$ cat config.mk
export PLATFORM = sky130hd
export DESIGN_NAME = conv_accum
export DESIGN_NICKNAME = d
export VERILOG_FILES = /design/src/rtl/conv_accum.sv
export SDC_FILE = /design/constraint.sdc
export NUM_CORES = 1
export LEC_CHECK = 0
export CAP_MARGIN = 10
export CORE_UTILIZATION = 51
export CTS_BUF_LIST = sky130_fd_sc_hd__clkbuf_8
export DETAILED_ROUTE_END_ITERATION = 16
export PLACE_DENSITY = 0.88
export SKIP_CTS_REPAIR_TIMING = 1
export SLEW_MARGIN = 20
export SYNTH_ARGS = -nofsm -noshare
export SYNTH_HDL_FRONTEND = slang
export SYNTH_SLANG_ARGS = --single-unit
$ cat constraint.sdc
create_clock -name clk -period 2.55 [get_ports clk]
set_clock_uncertainty 0.05 [all_clocks]
set_input_delay 0.51 -clock clk [delete_from_list [all_inputs] [get_ports clk]]
set_output_delay 0.51 -clock clk [all_outputs]
set_load 0.01 [all_outputs]
$ cat src/rtl/conv_accum.sv
// conv_accum: sums TAPS unsigned products per window, adds a per-window bias and
// hands the result downstream on valid/ready. Optional macro CONV_ACCUM_SAT_EN selects saturation.
module conv_accum #(
  parameter int WIDTH     = 8,
  parameter int TAPS      = 9,
  parameter int OUT_WIDTH = 16
) (
  input  logic                 clk,
  input  logic                 reset,
  input  logic [2*WIDTH-1:0]   prod,
  input  logic                 prod_valid,
  output logic                 prod_ready,
  input  logic [2*WIDTH-1:0]   bias,
  output logic [OUT_WIDTH-1:0] out_data,
  output logic                 out_valid,
  input  logic                 out_ready,
  output logic                 busy
);

  localparam int CNT_W = $clog2(TAPS + 1);
  localparam int ACC_W = 2*WIDTH + CNT_W;

  typedef enum logic [1:0] {
    IDLE = 2'd0,
    ACC  = 2'd1,
    BIAS = 2'd2,
    OUT  = 2'd3
  } state_t;

  state_t               state_r, state_s;
  logic [ACC_W-1:0]     acc_r, acc_s;
  logic [CNT_W-1:0]     cnt_r, cnt_s;
  logic [2*WIDTH-1:0]   bias_r, bias_s;
  logic [OUT_WIDTH-1:0] out_data_r, out_data_s;
  logic                 out_valid_r, out_valid_s;
  logic                 prod_ready_r;
  logic                 busy_r;
  logic                 accept_s;
  logic [ACC_W-1:0]     sum_s;

  // Output formatting: saturate or wrap the window result into OUT_WIDTH bits.
  function automatic logic [OUT_WIDTH-1:0] fmt(input logic [ACC_W-1:0] x);
    logic [OUT_WIDTH-1:0] res;
`ifdef CONV_ACCUM_SAT_EN
    logic [ACC_W-1:0] lim;
    lim = ACC_W'({OUT_WIDTH{1'b1}});
    if (x > lim) begin
      res = {OUT_WIDTH{1'b1}};
    end else begin
      res = x[OUT_WIDTH-1:0];
    end
`else
    res = x[OUT_WIDTH-1:0];
`endif
    return res;
  endfunction

  assign accept_s   = prod_valid & prod_ready_r;
  assign sum_s      = acc_r + ACC_W'(bias_r);
  assign prod_ready = prod_ready_r;
  assign busy       = busy_r;
  assign out_data   = out_data_r;
  assign out_valid  = out_valid_r;

  // Next-state and datapath update for the window sequencer.
  always_comb begin
    state_s     = state_r;
    acc_s       = acc_r;
    cnt_s       = cnt_r;
    bias_s      = bias_r;
    out_data_s  = out_data_r;
    out_valid_s = out_valid_r;
    case (state_r)
      IDLE: begin
        if (accept_s) begin
          acc_s   = ACC_W'(prod);
          bias_s  = bias;
          cnt_s   = CNT_W'(1);
          state_s = (TAPS == 1) ? BIAS : ACC;
        end else begin
          state_s = IDLE;
        end
      end
      ACC: begin
        if (accept_s) begin
          acc_s = acc_r + ACC_W'(prod);
          cnt_s = cnt_r + CNT_W'(1);
          // cnt_r counts products already summed, so TAPS-1 means this is the last one.
          if (cnt_r == CNT_W'(TAPS - 1)) begin
            state_s = BIAS;
          end else begin
            state_s = ACC;
          end
        end else begin
          state_s = ACC;
        end
      end
      BIAS: begin
        acc_s       = sum_s;
        out_data_s  = fmt(sum_s);
        out_valid_s = 1'b1;
        state_s     = OUT;
      end
      OUT: begin
        if (out_ready) begin
          out_valid_s = 1'b0;
          out_data_s  = {OUT_WIDTH{1'b0}};
          cnt_s       = {CNT_W{1'b0}};
          state_s     = IDLE;
        end else begin
          state_s = OUT;
        end
      end
      default: begin
        state_s = IDLE;
      end
    endcase
  end

  // State, datapath and registered handshake outputs.
  always_ff @(posedge clk) begin
    if (reset) begin
      state_r      <= IDLE;
      acc_r        <= {ACC_W{1'b0}};
      cnt_r        <= {CNT_W{1'b0}};
      bias_r       <= {(2*WIDTH){1'b0}};
      out_data_r   <= {OUT_WIDTH{1'b0}};
      out_valid_r  <= 1'b0;
      prod_ready_r <= 1'b1;
      busy_r       <= 1'b0;
    end else begin
      state_r      <= state_s;
      acc_r        <= acc_s;
      cnt_r        <= cnt_s;
      bias_r       <= bias_s;
      out_data_r   <= out_data_s;
      out_valid_r  <= out_valid_s;
      prod_ready_r <= (state_s == IDLE) || (state_s == ACC);
      busy_r       <= (state_s != IDLE);
    end
  end

endmodule

Word level (Yosys, flattened, before mapping)
Cells that the tools add are included.

Register bits after elaboration: 61. Input port bits: 36. Output and inout port bits: 19. Word-level logic and storage cells: 47.

Reduce and logical (&&, ||, !) cells: 11. Multiplexer cells: 16. $add $sub $neg: 3. Bitwise gates (word level): 1. Eq/ne operators: 8.

Operator list (number): 20-bit case mux with 3 select lines (1); 20-bit by 16-bit adder with 20-bit output (2); 20-bit two-way mux (2); 16-bit case mux with 2 select lines (1); 16-bit two-way mux (1); 4-bit two-way mux (3); 4-bit case mux with 3 select lines (1); 2-bit case mux with 4 select lines (1); 2-bit two-way mux (3); 2-bit inequality test (second input constant) (3); 3-bit nonzero test (2); 4-bit by 1-bit adder with 4-bit output (second input constant) (1); 2-bit by 1-bit equality test with 1-bit output (second input constant) (2); 2-bit equality test (second input constant) (2); 4-bit equality test (second input constant) (1); 2-bit zero test (2); 2-bit AND reduction (2); 4-bit AND reduction (1); 2-bit nonzero test (2); 3-bit AND reduction (1); 1-bit two-way mux (2); 1-bit case mux with 2 select lines (1); 1-bit bitwise AND (1); 1-bit logical OR (1).

Logic depth before layout (Yosys ltp)
Depth in word-level cells: 6. Depth in mapped cells: 8. Mapped depth without buffers: 8.

Worst setup path before layout
Ideal clock, no wire load.

Kind: input to register. From: in prod[0]. To: reg acc_r[14]. Library setup time: 0.128 ns. Data arrival time: 2.232 ns. Buffers on the path: 0. Required time: 2.372 ns. Slack: 0.140 ns. Stages: 8. Cell sequence: ha_1 -> fa_1 -> a21oi_1 -> o211ai_1 -> a2111o_1 -> a21oi_1 -> xnor2_1 -> o211ai_1.

Word-level cells in the longest chain between the ends: 3.

RTL lines: start, declared (line 10) `input logic [2*WIDTH-1:0] prod,`; 20-bit by 16-bit adder with 20-bit output (line 86) `acc_s = acc_r + ACC_W'(prod);`; 20-bit two-way mux (line 85) `if (accept_s) begin`; 20-bit case mux with 3 select lines (line 73) `case (state_r)`; end signal, assigned (line 124) `acc_r <= {ACC_W{1'b0}};`; end signal, assigned (line 133) `acc_r <= acc_s;`; end, declared (line 31) `logic [ACC_W-1:0] acc_r, acc_s;`.

Every way passes these cells. The select of a mux whose other input is x is not followed. A chain may end at the register's enable or synchronous reset.

Worst setup path after layout
From: reg acc_r[1]. To: reg acc_r[11].

Word-level cells in the longest chain between the ends: 3. Elaborated cells between the ends (all ways): 4. Those cells by class: add/sub (2); mux (2).

RTL lines (line): 20-bit by 16-bit adder with 20-bit output (86); 20-bit two-way mux (85); 20-bit case mux with 3 select lines (*) (73).

Every way passes the cells marked *; elsewhere a longest branch is shown, timed or not. The select of a mux whose other input is x is not followed.

==> out/results.txt <==
Detail Route Antenna Nets: 0
worst slew margin relative to its limit: 49.5%
Clock transition at path regs: 0.07 ns
setup total negative slack: 0 ns
required time reported for the critical path endpoint: 2.77 ns
placed insts: 701
vias in the first global route: 4284
count of cell types in the netlist: 68
share of the cycle needed by the critical path after routing: 97.3%
Final Max Slew Viols: 0
category of the most critical setup path: flip-flop to flip-flop
grt total ovfl: 0
global-route wire length before repair: 20500 µm
IO Port Bufs: 54
H-tree levels: 3
detail-routed via count per cell: 6.17
hold slack: 0.412 ns
HPWL after DPL: 9620 µm
Syn Std Cell Area: 4150 µm²
main flop type after synthesis: dfxtp_1
Remaining DRCs: 0
unrepaired setup endpoints after global routing: true
number of storage elements in the synthesis netlist: 57
height of the die: 92.2 µm
share of cells above drive strength 1: 17.0%
average size of a mapped cell: 8.03 µm²
insertion delay of the later-clocked pin in the worst-skew pair: 0.35 ns
DRT Pass-1 Iters: 5
Period minus WS final: 2.48 ns
max frequency: 0.403 GHz
Critical Path Fanout Max: 4
filler cell count in the final layout: 601
CTS sink cnt: 57
worst vdd ir: 0.295 mV
count of warnings emitted by yosys: 0
Root Buffer: clkbuf_8
boundary pin count: 55
leading cell types in the layout, fill and taps excluded: nand2_1 (68), buf_4 (58), dfxtp_1 (57)
count of endpoints failing hold in the final timing report: 0
Die ar.: 8490 µm²
endpoint kind of the worst setup timing path: flip-flop
Non-Filler Instances: 721
Routability Congestion: 1.00
Worst EP arrival: 2.70 ns
total via count after detailed routing: 4445
horizontal die dimension: 92.2 µm
class of the worst hold path: flip-flop to flip-flop
total routing usage reported by global routing: 30.9%
Pleak: 2.19 nW
number of enable flip-flop cells after synthesis: 0
power density over the cells: 472 nW/µm²
post-layout utilization of the core: 69.6%
starting density of the core: 53.1%
number of nets in the layout: 689
share of flip-flops with an asynchronous set or reset: 0%
area of the core region: 7810 µm²
Area growth, synth to finish: 31.2%
routed wire length per instance: 18.0 µm
total length of routed wires: 13000 µm
pin count of the biggest net entering global routing: 34
leading cell type in the layout, fill and taps excluded: nand2_1
part of the Yosys area used for sequential elements: 27.5%
first-iteration detailed-routing DRC count: 339
# setup viols final: 0
number of nets in the synthesized netlist: 591
TritonCTS clock tree: yes
result of the run: complete, no violations
maximum root-to-sink buffer count: 2
reported max-cap violation count: 0
critical path startpoint category: flip-flop
count of standard-cell rows: 32
TritonCTS buffer count: 9
slew at the pin closest to its max-slew limit: 0.757 ns
cell count after synthesis: 516
Inserted Diodes: 0
initial antenna violation count: 0
## per-layer routing
layer / track usage (%) / wire length [µm] / up-vias
met4: 12.4 / 296 / 0
met3: 5.47 / 1020 / 32
li1: - / - / 2117
met1: 39.2 / 5560 / 2104
met5: 0 / 0 / -
met2: 51.8 / 6080 / 192
## stage by stage
| stage | setup slack, ns | instance area, µm² | power (mW) |
|---|---|---|---|
| after floorplan | 0.140 | 4150 | 1.38 |
| after global placement | -0.397 | 5090 | 1.63 |
| after detailed placement | -0.424 | 5090 | 1.65 |
| after CTS | -0.123 | 5290 | 2.50 |
| after global routing | -0.0264 | 5440 | 2.68 |
| final | 0.0679 | 5440 | 2.57 |
## cell usage after synthesis, types with 3 or more instances
cell type,instances,area (µm²)
nand2_1,69,259
a21oi_1,60,300
dfxtp_1,57,1140
ha_1,37,463
nor2_1,36,135
o21ai_0,22,110
clkbuf_1,19,71.3
inv_1,19,71.3
xnor2_1,18,158
o211ai_1,14,105
nand3_1,13,65.1
nor3_1,13,65.1
a221oi_1,9,78.8
a21o_1,7,52.6
a22oi_1,7,52.6
nand3b_1,6,45.0
o31ai_1,6,45.0
xor2_1,6,52.6
a32oi_1,5,43.8
nand2b_1,5,31.3
o21a_1,5,37.5
a211oi_1,4,30.0
buf_6,4,45.0
nor2b_1,4,25.0
or3_1,4,25.0
a221o_1,3,30.0
and3_1,3,18.8
and4_1,3,26.3
nand4_1,3,18.8
o41ai_1,3,26.3
## critical path, cell delays in order, from the launching register on
cell and delay, ns:
dfxtp_1 0.42, ha_1 0.29, a211oi_4 0.33, nor4_2 0.11
o311a_1 0.36, o21a_1 0.22, or3_4 0.40, a221oi_2 0.21
## logic make-up after synthesis
family	Yosys count	synth area share [%]
multiplexers	4	1.03
XOR/XNOR	24	5.07
buffers and inverters	46	5.25
AND/OR/NAND/NOR	169	19.2
AO/OA/AOI/OAI	177	29.8
flip-flops	57	27.5
adder cells (fa/ha/maj)	39	12.1
## where the power goes
group          switching, mW  internal [mW]
logic                  0.384          0.341
registers             0.0405          0.927
clock network          0.404          0.471
## flip-flops by register name, indices dropped and copies added, names as in the netlist
name and count:
bias_r 16, acc_r 16, prod_ready 1, out_valid 1
state_r 2, out_data 16, cnt_r 4, busy 1
## path summary, 6_finish.rpt
| kind | from | to | slack [ns] | cells past startpoint |
|---|---|---|---|---|
| worst max-delay path | acc_r[1] | acc_r[11] | 0.07 | 7 |
| worst min-delay path | bias_r[0] | bias_r[0] | 0.41 | 2 |
| worst max register to register | acc_r[1] | acc_r[11] | 0.07 | 7 |
| worst min register to register | bias_r[0] | bias_r[0] | 0.41 | 2 |
## final cells by class
type                       instances  area [µm²]  share of cell area, %
clock buffer                      10         138                   2.53
clock inverter                     6        58.8                   1.08
inverter                          20        75.1                   1.38
multi-input combinational        413        2900                   53.3
sequential                        57        1140                   21.0
tap                              102         128                   2.35
timing repair buffer             113        1000                   18.4
Note: power is estimated with default switching activity, not from simulation.
